$ cat config.mk
export PLATFORM = sky130hd
export DESIGN_NAME = heap_sort_unpacker
export DESIGN_NICKNAME = d
export VERILOG_FILES = /design/src/rtl/heap_sort_pkg.sv /design/src/rtl/heap_sort_frame_fifo.sv /design/src/rtl/heap_sort_unpacker.sv
export SDC_FILE = /design/constraint.sdc
export NUM_CORES = 1
export LEC_CHECK = 0
export CELL_PAD_IN_SITES_DETAIL_PLACEMENT = 1
export CELL_PAD_IN_SITES_GLOBAL_PLACEMENT = 1
export CORE_UTILIZATION = 40
export CTS_CLUSTER_DIAMETER = 100
export DETAILED_ROUTE_END_ITERATION = 12
export GPL_TIMING_DRIVEN = 0
export MAX_ROUTING_LAYER = met4
export PLACE_DENSITY = 0.72
export SETUP_SLACK_MARGIN = 0.02
export SYNTH_ARGS = -nofsm -noshare
export SYNTH_HDL_FRONTEND = slang
export SYNTH_HIERARCHICAL = 1
export SYNTH_SLANG_ARGS = --single-unit
$ cat constraint.sdc
create_clock -name system1000 -period 21.1 [get_ports system1000]
set_input_delay 4.22 -clock system1000 [delete_from_list [all_inputs] [get_ports system1000]]
set_output_delay 4.22 -clock system1000 [all_outputs]
set_load 0.02 [all_outputs]
$ cat src/rtl/heap_sort_pkg.sv
// Shared constants, key/frame types and serializer states for the heap-sort output stage.
package heap_sort_pkg;

    localparam int KEY_W   = 32;
    localparam int N_KEYS  = 5;
    localparam int FRAME_W = N_KEYS * KEY_W;
    localparam int IN_W    = FRAME_W + 1;

    typedef logic [KEY_W-1:0] key_t;

    // Element N_KEYS-1 sits in the MSBs, so it is key 0 of the sorted frame.
    typedef key_t [N_KEYS-1:0] frame_t;

    typedef enum logic [0:0] {
        IDLE = 1'b0,
        EMIT = 1'b1
    } ser_state_t;

endpackage

$ cat src/rtl/heap_sort_frame_fifo.sv
// Small frame FIFO: DEPTH entries of WIDTH bits, count-based full/empty,
// head visible on dout, write accepted on a full FIFO when a pop happens alongside.
module heap_sort_frame_fifo #(
    parameter int WIDTH = 160,
    parameter int DEPTH = 2
) (
    input  logic             clk,
    input  logic             rst,
    input  logic             push,
    input  logic             pop,
    input  logic [WIDTH-1:0] din,
    output logic [WIDTH-1:0] dout,
    output logic             full,
    output logic             empty
);

    localparam int PTR_W = (DEPTH > 1) ? $clog2(DEPTH) : 1;
    localparam int CNT_W = $clog2(DEPTH + 1);
    localparam logic [PTR_W-1:0] LAST_PTR = PTR_W'(DEPTH - 1);
    localparam logic [CNT_W-1:0] FULL_CNT = CNT_W'(DEPTH);

    logic [WIDTH-1:0] mem_r [DEPTH];
    logic [PTR_W-1:0] wr_ptr_r;
    logic [PTR_W-1:0] rd_ptr_r;
    logic [CNT_W-1:0] count_r;
    logic             wr_en_s;
    logic             rd_en_s;

    // Pointers wrap at DEPTH, which need not be a power of two.
    function automatic logic [PTR_W-1:0] ptr_inc(input logic [PTR_W-1:0] p);
        if (p == LAST_PTR) begin
            ptr_inc = {PTR_W{1'b0}};
        end else begin
            ptr_inc = p + PTR_W'(1);
        end
    endfunction

    assign full  = (count_r == FULL_CNT);
    assign empty = (count_r == {CNT_W{1'b0}});
    assign dout  = mem_r[rd_ptr_r];

    // Qualify the raw requests: a pop frees the slot a simultaneous push needs.
    always_comb begin
        wr_en_s = push & (~full | pop);
        rd_en_s = pop & ~empty;
    end

    // Storage array; contents are don't-care until written, so no reset.
    always_ff @(posedge clk) begin
        if (wr_en_s) begin
            mem_r[wr_ptr_r] <= din;
        end
    end

    // Pointer and occupancy bookkeeping.
    always_ff @(posedge clk) begin
        if (rst) begin
            wr_ptr_r <= {PTR_W{1'b0}};
            rd_ptr_r <= {PTR_W{1'b0}};
            count_r  <= {CNT_W{1'b0}};
        end else begin
            if (wr_en_s) begin
                wr_ptr_r <= ptr_inc(wr_ptr_r);
            end
            if (rd_en_s) begin
                rd_ptr_r <= ptr_inc(rd_ptr_r);
            end
            case ({wr_en_s, rd_en_s})
                2'b10:   count_r <= count_r + CNT_W'(1);
                2'b01:   count_r <= count_r - CNT_W'(1);
                default: count_r <= count_r;
            endcase
        end
    end

endmodule

$ cat src/rtl/heap_sort_unpacker.sv
// Downstream stage of the heap sorter: buffers sorted frames and streams
// their keys one per cycle (key 0 first) with index/last markers. Frames
// arriving on a full FIFO with no pop are dropped and counted.
module heap_sort_unpacker #(
    parameter int KEY_W  = heap_sort_pkg::KEY_W,
    parameter int N_KEYS = heap_sort_pkg::N_KEYS,
    parameter int DEPTH  = 2
) (
    input  logic                  system1000,
    input  logic                  system1000_rst,
    input  logic [N_KEYS*KEY_W:0] in_frame,
    output logic [KEY_W-1:0]      out_data,
    output logic                  out_valid,
    input  logic                  out_ready,
    output logic [2:0]            out_index,
    output logic                  out_last,
    output logic                  overflow,
    output logic [7:0]            drop_count
);

    import heap_sort_pkg::*;

    localparam int FRM_W = N_KEYS * KEY_W;
    localparam logic [2:0] LAST_IDX = 3'(N_KEYS - 1);

    ser_state_t       state_r;
    logic [FRM_W-1:0] frame_r;
    logic [FRM_W-1:0] fifo_dout_s;
    logic             fifo_full_s;
    logic             fifo_empty_s;
    logic             push_s;
    logic             pop_s;
    logic             hs_s;
    logic             drop_s;

    assign push_s = in_frame[FRM_W];

    // The current key always sits in the top slot of the shifting frame register.
    assign out_data = frame_r[FRM_W-1 -: KEY_W];

    heap_sort_frame_fifo #(
        .WIDTH (FRM_W),
        .DEPTH (DEPTH)
    ) u_fifo (
        .clk   (system1000),
        .rst   (system1000_rst),
        .push  (push_s),
        .pop   (pop_s),
        .din   (in_frame[FRM_W-1:0]),
        .dout  (fifo_dout_s),
        .full  (fifo_full_s),
        .empty (fifo_empty_s)
    );

    // Decide when the serializer takes the FIFO head and whether an input frame is lost.
    always_comb begin
        hs_s  = out_valid & out_ready;
        pop_s = 1'b0;
        case (state_r)
            IDLE: begin
                if (!fifo_empty_s) begin
                    pop_s = 1'b1;
                end else begin
                    pop_s = 1'b0;
                end
            end
            EMIT: begin
                // Reloading on the last handshake keeps back-to-back frames gapless.
                if (hs_s && (out_index == LAST_IDX) && !fifo_empty_s) begin
                    pop_s = 1'b1;
                end else begin
                    pop_s = 1'b0;
                end
            end
            default: pop_s = 1'b0;
        endcase
        drop_s = push_s & fifo_full_s & ~pop_s;
    end

    // Serializer: load a frame, shift one key out per handshake, return to idle when drained.
    always_ff @(posedge system1000) begin
        if (system1000_rst) begin
            state_r   <= IDLE;
            frame_r   <= {FRM_W{1'b0}};
            out_valid <= 1'b0;
            out_index <= 3'd0;
            out_last  <= 1'b0;
        end else if (pop_s) begin
            state_r   <= EMIT;
            frame_r   <= fifo_dout_s;
            out_valid <= 1'b1;
            out_index <= 3'd0;
            out_last  <= (LAST_IDX == 3'd0);
        end else if (hs_s && (out_index != LAST_IDX)) begin
            state_r   <= EMIT;
            frame_r   <= frame_r << KEY_W;
            out_valid <= 1'b1;
            out_index <= out_index + 3'd1;
            out_last  <= ((out_index + 3'd1) == LAST_IDX);
        end else if (hs_s) begin
            state_r   <= IDLE;
            frame_r   <= frame_r;
            out_valid <= 1'b0;
            out_index <= 3'd0;
            out_last  <= 1'b0;
        end else begin
            state_r   <= state_r;
            frame_r   <= frame_r;
            out_valid <= out_valid;
            out_index <= out_index;
            out_last  <= out_last;
        end
    end

    // Sticky overflow flag and saturating count of dropped frames.
    always_ff @(posedge system1000) begin
        if (system1000_rst) begin
            overflow   <= 1'b0;
            drop_count <= 8'd0;
        end else if (drop_s) begin
            overflow <= 1'b1;
            if (drop_count != 8'hFF) begin
                drop_count <= drop_count + 8'd1;
            end else begin
                drop_count <= drop_count;
            end
        end else begin
            overflow   <= overflow;
            drop_count <= drop_count;
        end
    end

endmodule

==> impl_metrics.csv, run 1 <==
group,metric,value,unit
logic_synthesis,synth_cells,1421,
sta,period_share,34.2,%
sta,fmax,0.139,GHz
logic_synthesis,syn-mean-instance-area,13.6,µm²
detailed_routing,drt_pass1_iterations,4,
sta,setup_viol,0,
critical_path,arrival,7500,ps
critical_path,r2r_setup_slack,17400,ps
sta,skew,24.1,ps
sta,relSlewSlack,32.5,%
power_and_ir_drop,power.density,139,nW/µm²
layout,nFillCells,4734,
die,fp.dieW,222,µm
logic_synthesis,synthAdderAreaFrac,0.324,%
logic_synthesis,yosysTopAreaCell,"edfxtp_1",
logic_synthesis,synth_top_family_by_area,"multiplexers",
logic_synthesis,ys_top_cells_by_count,"320 x edfxtp_1, 227 x nand2_1, 179 x dfxtp_1, 150 x mux2_2, 112 x nor2_1",
logic_synthesis,ys_dominant_reg_cell,"edfxtp_1",
sta,tightest_slew,1010,ps
sta,rsz0062_at_grt,"no",
clocking,cts_root_buf,"clkbuf_16",
critical_path,crit_chain,"clkdlybuf4s50_1, nand3_1, a21o_2, buf_2, inv_2, buf_4, o31ai_4, nor2_4, buf_16, buf_16, buf_12",
die,coreArea,47600,µm²
logic_synthesis,synthXorXnorAreaFrac,0.182,%
logic_synthesis,synth_compound_area_share,7.96,%
detailed_routing,drc_errors,0,
critical_path,crit_required,21390,ps
clocking,htreeDepth,2,
sta,tns,0,ps
status,status,"finished clean",
placed_design,numPortBuffers,209,
logic_synthesis,yosysMostFrequentCell,"edfxtp_1",
die,io_pins,210,
critical_path,cp_slowest_cell,"nor2_4",
clocking,cts.clk_slew.worst_paths,60,ps
clocking,cts_made_buffers,53,
sta,slew_viol_final,0,
global_route,grt_util_all_layers,21.7,%
logic_synthesis,synth_seq_cells,499,
critical_path,critPathTopFamily,"buffers and inverters",
detailed_routing,vias,12300,
clocking,tritoncts,"done",
global_route,grt_antenna_before_repair,5,
logic_synthesis,synth-async-reset-ratio,0,%
logic_synthesis,yosys-mux-area-fraction,9.72,%
global_route,grt_pass1_vias,13400,
power_and_ir_drop,p_leak,8.33,nW
logic_synthesis,synth_cell_type_count,46,
flow_run,maxCapViolations,0,
power_and_ir_drop,max-vdd-ir-drop,65.0,µV
die,fp-row-count,80,
detailed_routing,wire_per_inst,21.8,µm
logic_synthesis,synth-seq-area-share,68.4,%
layout,nets,1866,
clocking,cts.sinks,499,
clocking,hold_buffers,0,
critical_path,cp-end-kind,"flip-flop",
sta,hold_slack,467,ps
detailed_routing,drt_iter0_drc,674,
die,start_util,40.5,%
placed_design,dp_hpwl,37300,µm
layout,layout-drive-gt1-share,20.1,%
critical_path,path_class,"in2reg",
logic_synthesis,yosys.area_share.simple,9.16,%
critical_path,startpoint_type,"input pin",
sta,final_hold_viol_count,0,
global_route,grt_first_pass_wirelength,78600,µm
layout,syn_to_final_growth,25.8,%
detailed_routing,antenna_left,0,
detailed_routing,wirelength,51400,µm
clocking,cts_resized,0,
global_route,grt-ovfl-total,0,
critical_path,worstPathMaxFanout,30,
logic_synthesis,yosys.area.top_type_share,49.8,%
min_path,min_path_type,"reg2reg",
placed_design,place_congestion,0.785,
clocking,clk_latency,600,ps
die,dieArea,49100,µm²
detailed_routing,via_per_inst,5.21,
logic_synthesis,syn-num-nets,1590,
clocking,clockBufferDepth,3,
critical_path,critPathBufInv,7,
sta,period_needed,7220,ps
logic_synthesis,synthTopCellsByArea,"edfxtp_1 50%, dfxtp_1 19%, mux2_2 8.8%",
die,die_h,222,µm
global_route,grt_max_degree,34,
logic_synthesis,synth_edf_count,320,
logic_synthesis,synth_warnings,6,
critical_path,cpPeakStageDelay,670,ps
logic_synthesis,syn-cell-area,19300,µm²
clocking,post-cts-setup-buffers,0,
critical_path,worst_path_most_repeated_cell,"buf_16",
==> power by group <==
| group | switching, mW | internal (mW) | leakage, nW |
|---|---|---|---|
| clock network | 0.381 | 0.574 | 0.906 |
| registers | 0.117 | 1.28 | 4.47 |
| logic | 0.564 | 0.444 | 2.96 |
| total | 1.06 | 2.30 | 8.33 |
==> state kept, by name, summed over array words and instances, names as in the netlist, named ones only <==
name	flops
out_index	3
out_last	1
u_fifo/wr_ptr_r	1
u_fifo/mem_r	320
frame_r	160
overflow	1
u_fifo/count_r	2
u_fifo/rd_ptr_r	1
drop_count	8
state_r	1
==> layer usage <==
layer / global-route usage, % / vias up / part of all wire [%]
li1: - / 5777 / -
met4: 8.13 / 0 / 3.0
met1: 26.2 / 6168 / 43
met2: 36.8 / 257 / 50
met5: - / - / 0
met3: 3.25 / 98 / 3.9
==> path summary, 6_finish.rpt <==
kind	startpoint	to	cells after the start
setup reg to reg	out_index[0]$_SDFFE_PP0P_	u_fifo/mem_r[0][38]$_DFFE_PP_	12
setup / recovery	out_ready	u_fifo/mem_r[0][38]$_DFFE_PP_	11
hold reg to reg	frame_r[13]$_SDFFE_PP0P_	frame_r[13]$_SDFFE_PP0P_	2
hold / removal	frame_r[13]$_SDFFE_PP0P_	frame_r[13]$_SDFFE_PP0P_	2
==> layout make-up <==
type / instances / area (µm²) / share of cell area [%]
Inverter: 8 / 30.0 / 0.124
Antenna cell: 5 / 12.5 / 0.0516
Sequential cell: 499 / 13200 / 54.4
Tap cell: 615 / 769 / 3.17
Multi-Input combinational cell: 784 / 5290 / 21.8
Clock buffer: 77 / 1600 / 6.61
Timing Repair Buffer: 221 / 2360 / 9.74
Clock inverter: 23 / 215 / 0.887
Buffer: 130 / 787 / 3.24
==> tightest hold or removal path, delay by kind of cell (launching register included) <==
family / cells / cell delay [ps]
flops: 1 / 310
simple gates: 1 / 60
compound gates: 1 / 60
==> cells in the final DEF, fill, tap and decap left out, types with 8 or more instances in the layout <==
master	count
nand2_1	227
buf_4	40
and2_1	32
buf_6	16
a311oi_1	96
buf_12	8
mux2_2	150
mux2_4	11
clkinv_2	10
edfxtp_1	320
nor2_1	110
buf_2	23
a21oi_1	40
clkbuf_1	50
clkdlybuf4s50_1	209
buf_1	8
dfxtp_1	179
a221o_1	32
nand3_1	36
clkbuf_16	55
clkbuf_8	14
==> cells by family after synthesis <==
group           Yosys count
compound gates          188
flops                   499
fa+ha+maj                 5
xor+xnor                  4
buf+inv                 138
mux                     163
simple gates            424
==> through the flow <==
| step | utilization [%] | area, µm² | power, mW | setup slack [ps] | instances |
|---|---|---|---|---|---|
| CTS | 50.9 | 24200 | 3.40 | 13890 | 2357 |
| global route | 50.9 | 24300 | 3.52 | 13780 | 2362 |
| global placement | 46.5 | 22100 | 2.41 | 3190 | 2245 |
| detailed placement | 47.1 | 22400 | 2.43 | 13260 | 2257 |
| floorplan | - | 19300 | 2.05 | 8700 | 1421 |
| finish | 50.9 | 24300 | 3.36 | 13890 | 2362 |
No activity file was read; power rests on OpenSTA's default activity.
==> run 2: changes to the inputs <==
- PLACE_DENSITY: 0.72 -> 0.75
- clock period: 21.1 -> 6.6 ns (I/O delays scaled with it)
==> run 2 against run 1 <==
Critical path depth is the same. Die area is the same. Flip-flop and latch count is the same. Routed wire length shrank 2.0%. Highest routed layer unchanged.
==> impl_metrics.csv, run 2 (same netlist as run 1, synthesis figures left out) <==
group,metric,value,unit
critical_path,path_class,"in2reg",
detailed_routing,wire_per_inst,21.3,µm
min_path,min_path_type,"reg2reg",
detailed_routing,vias,12200,
global_route,grt_pass1_vias,13300,
power_and_ir_drop,combPwrFrac,30.6,%
layout,postLayoutCoreUtil,50.5,%
global_route,grt-ovfl-total,0,
power_and_ir_drop,p_int,7.12,mW
layout,largestRegisters,"u_fifo/mem_r (320), frame_r (160), drop_count (8)",
layout,final_cell_mix,"320 x edfxtp_1, 227 x nand2_1, 209 x clkdlybuf4s50_1",
placed_design,pre_cts_slack,1780,ps
clocking,cts.sinks,499,
critical_path,critPathBufInv,7,
critical_path,startpoint_type,"input pin",
status,status,"finished clean",
die,start_util,40.5,%
sta,relSlewSlack,28.2,%
die,die_h,222,µm
die,fp.dieW,222,µm
clocking,tritoncts,"done",
layout,syn_to_final_growth,24.8,%
clocking,post-cts-setup-buffers,0,
sta,period_needed,4190,ps
power_and_ir_drop,power.density,434,nW/µm²
clocking,cts_made_buffers,53,
layout,top_register,"u_fifo/mem_r",
detailed_routing,via_per_inst,5.17,
layout,nFillCells,4792,
critical_path,crit_chain,"clkdlybuf4s50_1, nand3_1, a21o_2, buf_2, inv_2, buf_4, o31ai_4, nor2_4, buf_12, buf_12, buf_12",
layout,final_common_cell,"edfxtp_1",
sta,period_share,63.4,%
sta,rsz0062_at_grt,"no",
placed_design,numPortBuffers,209,
layout,nets,1866,
sta,setup_ws,2410,ps
critical_path,critPathTopFamily,"buffers and inverters",
clocking,cts_resized,0,
detailed_routing,drt_iter0_drc,637,
placed_design,placedCellCount,2257,
critical_path,worst_path_most_repeated_cell,"buf_12",
critical_path,cp_slowest_cell,"clkdlybuf4s50_1",
placed_design,place_congestion,0.789,
sta,skew,16.8,ps
die,dieArea,49100,µm²
layout,final_cells,2367,
critical_path,crit_required,6890,ps
global_route,grt_max_degree,33,
clocking,hold_buffers,0,
detailed_routing,drt_pass1_iterations,4,
sta,fmax,0.239,GHz
sta,tightest_slew,1070,ps
power_and_ir_drop,max-vdd-ir-drop,220,µV
critical_path,cpPeakStageDelay,580,ps
sta,final_hold_viol_count,0,
clocking,clockBufferDepth,3,
power_and_ir_drop,p_total,10.5,mW
critical_path,arrival,4470,ps
die,coreArea,47600,µm²
power_and_ir_drop,p_leak,8.22,nW
global_route,grt_first_pass_wirelength,77400,µm
layout,final-seq-area,13200,µm²
placed_design,dp_hpwl,36800,µm
power_and_ir_drop,swShare,31.9,%
clocking,clk_latency,590,ps
critical_path,worstPathMaxFanout,29,
die,io_pins,210,
flow_run,maxCapViolations,0,
clocking,cts_root_buf,"clkbuf_16",
global_route,grt_antenna_before_repair,10,
sta,slew_viol_final,0,
clocking,cts.clk_slew.worst_paths,60,ps
global_route,grt_util_all_layers,21.3,%
detailed_routing,antenna_left,0,
power_and_ir_drop,p_switching,3.33,mW
critical_path,cp-end-kind,"flip-flop",
layout,multi_input_area,5290,µm²
sta,hold_slack,464,ps
layout,layout-drive-gt1-share,19.2,%
sta,setup_viol,0,
detailed_routing,drc_errors,0,
clocking,htreeDepth,2,
detailed_routing,wirelength,50400,µm
power_and_ir_drop,power_frac_seq,42.8,%
layout,largest_reg_flops,320,
power_and_ir_drop,clockPowerShare,26.7,%
die,fp-row-count,80,
## run 2: changes by cell type in the layout (fill, tap and decap cells not counted), moves of 3 or more
cell / before / now
clkbuf_8: 14 / 4
bufinv_16: 4 / 1
clkinv_1: 6 / 9
diode_2: 5 / 10
clkbuf_1: 50 / 63
## run 2: path summary, 6_finish.rpt
check,startpoint,end,slack (ps),depth (start not counted)
setup / recovery,out_ready,u_fifo/mem_r[1][135]$_DFFE_PP_,2410,11
setup reg to reg,out_index[0]$_SDFFE_PP0P_,u_fifo/mem_r[1][135]$_DFFE_PP_,2960,12
hold / removal,frame_r[17]$_SDFFE_PP0P_,frame_r[49]$_SDFFE_PP0P_,460,2
hold reg to reg,frame_r[17]$_SDFFE_PP0P_,frame_r[49]$_SDFFE_PP0P_,460,2
## run 2: per-layer routing
layer  part of all wire, %  GRT usage (%)
met1                    42           25.5
met2                    51           36.2
met3                   4.4           3.53
met4                   2.8           7.95
met5                     0              -
## run 2: power groups by stage
stage / Clock [mW] / Sequential [mW] / Combinational, mW
after global placement: 0 / 4.57 / 3.06
after floorplan: 0 / 4.41 / 2.12
final: 2.79 / 4.47 / 3.20
after CTS: 2.86 / 4.47 / 3.24
after global routing: 2.97 / 4.55 / 3.47
after detailed placement: 0 / 4.53 / 3.22
## run 2: per-stage QoR
step | cell area, µm² | setup TNS (ps)
4_1_cts | 24000 | 0
5_1_grt | 24100 | 0
6_report | 24100 | 0
2_1_floorplan | 19300 | -59870
3_5_place_dp | 22400 | 0
3_3_place_gp | 22100 | -1229720
## run 2: cell type report
cell class | instances | area share (%)
diodes | 10 | 0.104
plain buffers | 130 | 3.27
clock buffers | 79 | 6.26
clock inverters | 21 | 0.509
inverters | 8 | 0.125
multi-input cells | 784 | 22.0
flip-flops and latches | 499 | 54.8
well taps | 615 | 3.20
repair buffers | 221 | 9.75
## run 2: worst register-to-register path: stages (launching register included)
cell	delay (ps)
dfxtp_1	330
inv_1	100
ha_1	330
nand3_1	190
a21o_2	240
buf_2	250
inv_2	250
buf_4	260
o31ai_4	130
nor2_4	490
buf_12	290
buf_12	250
buf_12	240
==> run 3: changes to the inputs <==
- clock period: 6.6 -> 3.65 ns (I/O delays scaled with it)
==> run 3 against run 2 <==
Combinational power up 83%. Clock-buffer cell count fell by 8. Critical path depth down 1. Design area up 0.46%. Clock skew decreased by 2.9 ps. Highest routed layer unchanged. First-iteration DRC count shrank 14%.
==> impl_metrics.csv, run 3 (same netlist as run 1, synthesis figures left out) <==
group,metric,value,unit
status,status,"finished clean",
clocking,cts_made_buffers,51,
sta,tightest_slew,1020,ps
global_route,grt_util_all_layers,21.4,%
layout,syn_to_final_growth,25.4,%
power_and_ir_drop,p_leak,8.29,nW
sta,period_needed,3360,ps
sta,period_share,92.0,%
layout,nets,1864,
sta,setup_ws,290,ps
global_route,grt_max_degree,34,
die,start_util,40.5,%
clocking,cts.clk_slew.worst_paths,60,ps
layout,final_common_cell,"edfxtp_1",
die,die_h,222,µm
min_path,min_path_type,"reg2reg",
clocking,clockBufferDepth,3,
die,io_pins,210,
power_and_ir_drop,max-vdd-ir-drop,413,µV
layout,final_cell_mix,"320 x edfxtp_1, 227 x nand2_1, 209 x clkdlybuf4s50_1",
critical_path,ff2ff_path_depth,11,
critical_path,r2r-start,"out_index[0]$_SDFFE_PP0P_",
sta,relSlewSlack,31.6,%
global_route,grt_first_pass_wirelength,77700,µm
placed_design,numPortBuffers,209,
layout,largestRegisters,"u_fifo/mem_r (320), frame_r (160), drop_count (8)",
global_route,grt_antenna_before_repair,4,
clocking,cts_resized,0,
clocking,cts.sinks,499,
critical_path,startpoint_type,"input pin",
layout,largest_reg_flops,320,
clocking,post-cts-setup-buffers,0,
min_path,min-delay-start,"frame_r[22]$_SDFFE_PP0P_",
detailed_routing,drt_pass1_iterations,4,
critical_path,r2r_setup_slack,400,ps
min_path,whs_endpoint,"frame_r[22]$_SDFFE_PP0P_",
detailed_routing,wire_per_inst,21.5,µm
die,dieArea,49100,µm²
detailed_routing,drc_errors,0,
clocking,tritoncts,"done",
detailed_routing,vias,12200,
power_and_ir_drop,p_int,13.1,mW
sta,skew,13.9,ps
global_route,grt_pass1_vias,13200,
clocking,hold_buffers,0,
placed_design,place_congestion,0.804,
detailed_routing,via_per_inst,5.17,
layout,postLayoutCoreUtil,50.7,%
clocking,htreeDepth,2,
placed_design,placedCellCount,2257,
power_and_ir_drop,power.density,792,nW/µm²
sta,fmax,0.298,GHz
detailed_routing,wirelength,50600,µm
die,fp.dieW,222,µm
layout,fin_area,24200,µm²
flow_run,maxCapViolations,0,
placed_design,placed_area,22500,µm²
power_and_ir_drop,p_total,19.1,mW
critical_path,cp-end-kind,"flip-flop",
power_and_ir_drop,p_switching,6.07,mW
layout,layout-drive-gt1-share,20.0,%
placed_design,pre_cts_slack,-340,ps
power_and_ir_drop,combPwrFrac,30.6,%
layout,final_cells,2356,
power_and_ir_drop,clockPowerShare,27.1,%
sta,slew_viol_final,0,
layout,top_register,"u_fifo/mem_r",
power_and_ir_drop,swShare,31.7,%
global_route,grt-ovfl-total,0,
clocking,cts_root_buf,"clkbuf_16",
critical_path,r2r_end,"u_fifo/mem_r[0][42]$_DFFE_PP_",
power_and_ir_drop,power_frac_seq,42.3,%
sta,rsz0062_at_grt,"no",
sta,final_hold_viol_count,0,
detailed_routing,drt_iter0_drc,548,
clocking,clk_latency,580,ps
die,fp-row-count,80,
critical_path,path_class,"in2reg",
min_path,hold_depth,2,
critical_path,arrival,3640,ps
critical_path,worstPathMaxFanout,25,
placed_design,dp_hpwl,36800,µm
die,coreArea,47600,µm²
detailed_routing,antenna_left,0,
sta,setup_viol,0,
critical_path,crit_required,3930,ps
## run 3: changes by cell type in the layout (fill, tap and decap cells not counted), sizes merged
cell / delta
bufinv: +2
clkbuf: -8
inv: -1
diode: -6
clkinv: +2
## run 3: power groups by stage
stage / Clock (mW) / Sequential, mW / Combinational, mW
global route: 5.49 / 8.22 / 6.34
global placement: 0 / 8.21 / 5.56
CTS: 5.31 / 8.09 / 5.94
floorplan: 0 / 7.94 / 3.87
finish: 5.19 / 8.09 / 5.86
detailed placement: 0 / 8.19 / 5.89
## run 3: layout make-up
| class | count | area [µm²] |
|---|---|---|
| clock buffers | 71 | 1500 |
| repair buffers | 221 | 2380 |
| diodes | 4 | 10.0 |
| plain buffers | 130 | 797 |
| inverters | 8 | 35.0 |
| clock inverters | 24 | 190 |
| flip-flops and latches | 499 | 13200 |
| well taps | 615 | 769 |
| multi-input cells | 784 | 5310 |
| fillers | 4788 | 23500 |
## run 3: how the worst max path moves through the flow
stage / start / to / slack [ps] / depth (start not counted)
floorplan: out_ready / u_fifo/mem_r[0][0]$_DFFE_PP_ / -600 / 7
global placement: out_ready / u_fifo/mem_r[0][10]$_DFFE_PP_ / -2990 / 8
detailed placement: out_ready / u_fifo/mem_r[0][10]$_DFFE_PP_ / -340 / 10
CTS: out_ready / u_fifo/mem_r[0][7]$_DFFE_PP_ / 290 / 10
global route: out_ready / u_fifo/mem_r[0][8]$_DFFE_PP_ / 180 / 10
finish: out_ready / u_fifo/mem_r[0][42]$_DFFE_PP_ / 290 / 10
## run 3: metal layers
metal	share of wire, %	global-route usage (%)	vias to the layer above
met4	2.3	5.85	0
met5	0	-	-
met2	51	36.4	274
met3	4.3	3.90	74
met1	43	26.2	6055
li1	-	-	5783
## run 3: worst max-delay path, stage by stage
cell and delay, ps:
clkdlybuf4s50_1 630, nand3_4 110, a21o_2 210, buf_6 170, inv_6 130, buf_6 180, o31ai_4 130, nor2_4 820
buf_12 290, buf_16 200
## run 3: stage by stage
step / hold WS [ps] / setup TNS [ps]
final: 470 / 0
after floorplan: 448 / -188600
after global placement: 458 / -949310
after detailed placement: 462 / -49640
after CTS: 472 / 0
after global routing: 490 / 0
==> RTL change, RTL diff (settings of run 2) <==
`DEPTH` is set to 2 in 2 places; all go to 1.
--- a/src/rtl/heap_sort_frame_fifo.sv
+++ b/src/rtl/heap_sort_frame_fifo.sv
@@ -4,3 +4,3 @@
     parameter int WIDTH = 160,
-    parameter int DEPTH = 2
+    parameter int DEPTH = 1
 ) (
--- a/src/rtl/heap_sort_unpacker.sv
+++ b/src/rtl/heap_sort_unpacker.sv
@@ -6,3 +6,3 @@
     parameter int N_KEYS = heap_sort_pkg::N_KEYS,
-    parameter int DEPTH  = 2
+    parameter int DEPTH  = 1
 ) (
Formal check against the unedited RTL: not equivalent (Yosys sat finds a counterexample within 4 cycles, from zero or initial values and one cycle with system1000_rst high).
==> RTL change against run 2 <==
  * Sequential cell count down 164
  * Final cell count fell by 27%
  * Total power fell by 54%
  * Setup slack better by 0.18 ns
  * Clock power fell by 32%
  * Routed wire length down 32%
  * Area after synthesis is 36% lower
  * Design area is 33% lower
==> RTL change: results (changes against run 2) <==
fillers: 3184  # -34%
grt_usage: 0.227  # +0.0141
syn-num-nets: 1230  # -23%
synthTopCellsByArea: "edfxtp_1 39%, dfxtp_1 29%, nand2_1 6.9%, a311oi_1 6.9%, nor2_1 3.2%"
vias: 8898  # -27%
slew_headroom: 0.252  # -0.0297
place_ws_ns: 2.03  # +0.246 ns
diodes: 0  # -10
cp_data_arrival_time_ns: 4.18  # -0.29 ns
dp_hpwl_um: 24900  # -32%
max_stage_delay_ns: 0.61  # +0.03 ns
grt_use_met1: 0.288  # +0.0321
hp-start: "frame_r[16]"
synth_commonest_cells: "227 x nand2_1, 175 x dfxtp_1, 160 x edfxtp_1, 103 x nor2_1, 96 x a311oi_1"
grt_pass1_wl_um: 52800  # -32%
drt_first_pass_iters: 5  # +1
reg_top3: "frame_r: 160 flops, u_fifo/mem_r: 160 flops, drop_count: 8 flops"
yosys_most_used_dff: "dfxtp_1"
first_iter_violations: 464  # -27%
reg2reg_depth: 10  # -2
nNetsFinal: 1480  # -21%
synth_enable_flop_cells: 160  # -50%
gp_congestion: 0.778  # -1.4%
grt_antenna_before_repair: 0  # -10
grt_start_max_net_pins: 60  # +82%
cp_max_fo: 59  # +100%
synth_cells: 1062  # -25%
p_leak_nw: 5.61  # -32%
finClkSkew_ns: 0.0132  # -0.00358 ns
instances_no_fill: 1731  # -27%
clk_latency_ns: 0.51  # -0.08 ns
peakVddDrop_mv: 0.161  # -27%
r2r_start: "out_index[0]"
grtUsageMet2: 0.384  # +0.0225
cts_buffers: 37  # -30%
final_layout_size_suffix_gt1_frac: 0.0835  # -0.108
wirelength_um: 34000  # -32%
yosysSeqAreaShare: 0.677  # -0.00726
gr-usage-met3: 0.0281  # -0.00711
clkTransAtPathRegs_ns: 0.06  # about the same
status: "complete, no violations"
[RTL change: cell count changes after synthesis, sizes merged, moves of 2 or more]
cell and change:
buf -19, dfxtp -4, edfxtp -160, mux2 -161, nor2 -9, xnor2 -2
[RTL change: stage by stage]
step / setup TNS (ns) / instance area, um2
after floorplan: 0 / 12300
after global placement: -371.73 / 14900
after detailed placement: 0 / 14900
after CTS: 0 / 16000
after global routing: 0 / 16000
final: 0 / 16000
[RTL change: cells by family after synthesis]
family	Yosys count	share of synthesized area
mux	2	0.00163
simple gates	416	0.142
flops	335	0.677
compound gates	185	0.122
fa+ha+maj	4	0.00408
buf+inv	119	0.0527
xor+xnor	1	0.000714
[RTL change: worst register-to-register path, delay by kind of cell (launching register included)]
kind | cells | cell delay [ns]
adder cells (fa/ha/maj) | 1 | 0.30
flip-flops | 1 | 0.32
AND/OR/NAND/NOR | 3 | 0.94
buffers and inverters | 5 | 1.15
AO/OA/AOI/OAI | 1 | 0.23
[RTL change: cell type report]
| class | count | share of cell area |
|---|---|---|
| Clock inverter | 9 | 0.00250 |
| Buffer | 111 | 0.0385 |
| Clock buffer | 59 | 0.0663 |
| Multi-Input combinational cell | 608 | 0.207 |
| Sequential cell | 335 | 0.519 |
| Tap cell | 390 | 0.0305 |
| Timing Repair Buffer | 211 | 0.134 |
| Inverter | 8 | 0.00188 |
[RTL change: routing by layer]
| layer | share of wire | vias to the layer above | routed length (um) |
|---|---|---|---|
| li1 | - | 4301 | - |
| met1 | 0.44 | 4327 | 15000 |
| met2 | 0.50 | 212 | 16900 |
| met3 | 0.043 | 58 | 1470 |
| met4 | 0.019 | 0 | 663 |
| met5 | 0 | - | 0 |
[RTL change: path summary, 6_finish.rpt]
path                                            to  slack (ns)
worst min-delay path                   frame_r[16]        0.47
worst max-delay path            u_fifo/mem_r[0][4]        2.59
worst max register to register  u_fifo/mem_r[0][4]        3.24
worst min register to register         frame_r[16]        0.47
[RTL change: report_power, final]
part	switching, mW	leakage [nW]	internal [mW]
clock network	0.789	0.530	1.10
logic	0.246	2.11	0.224
registers	0.0738	2.97	2.33
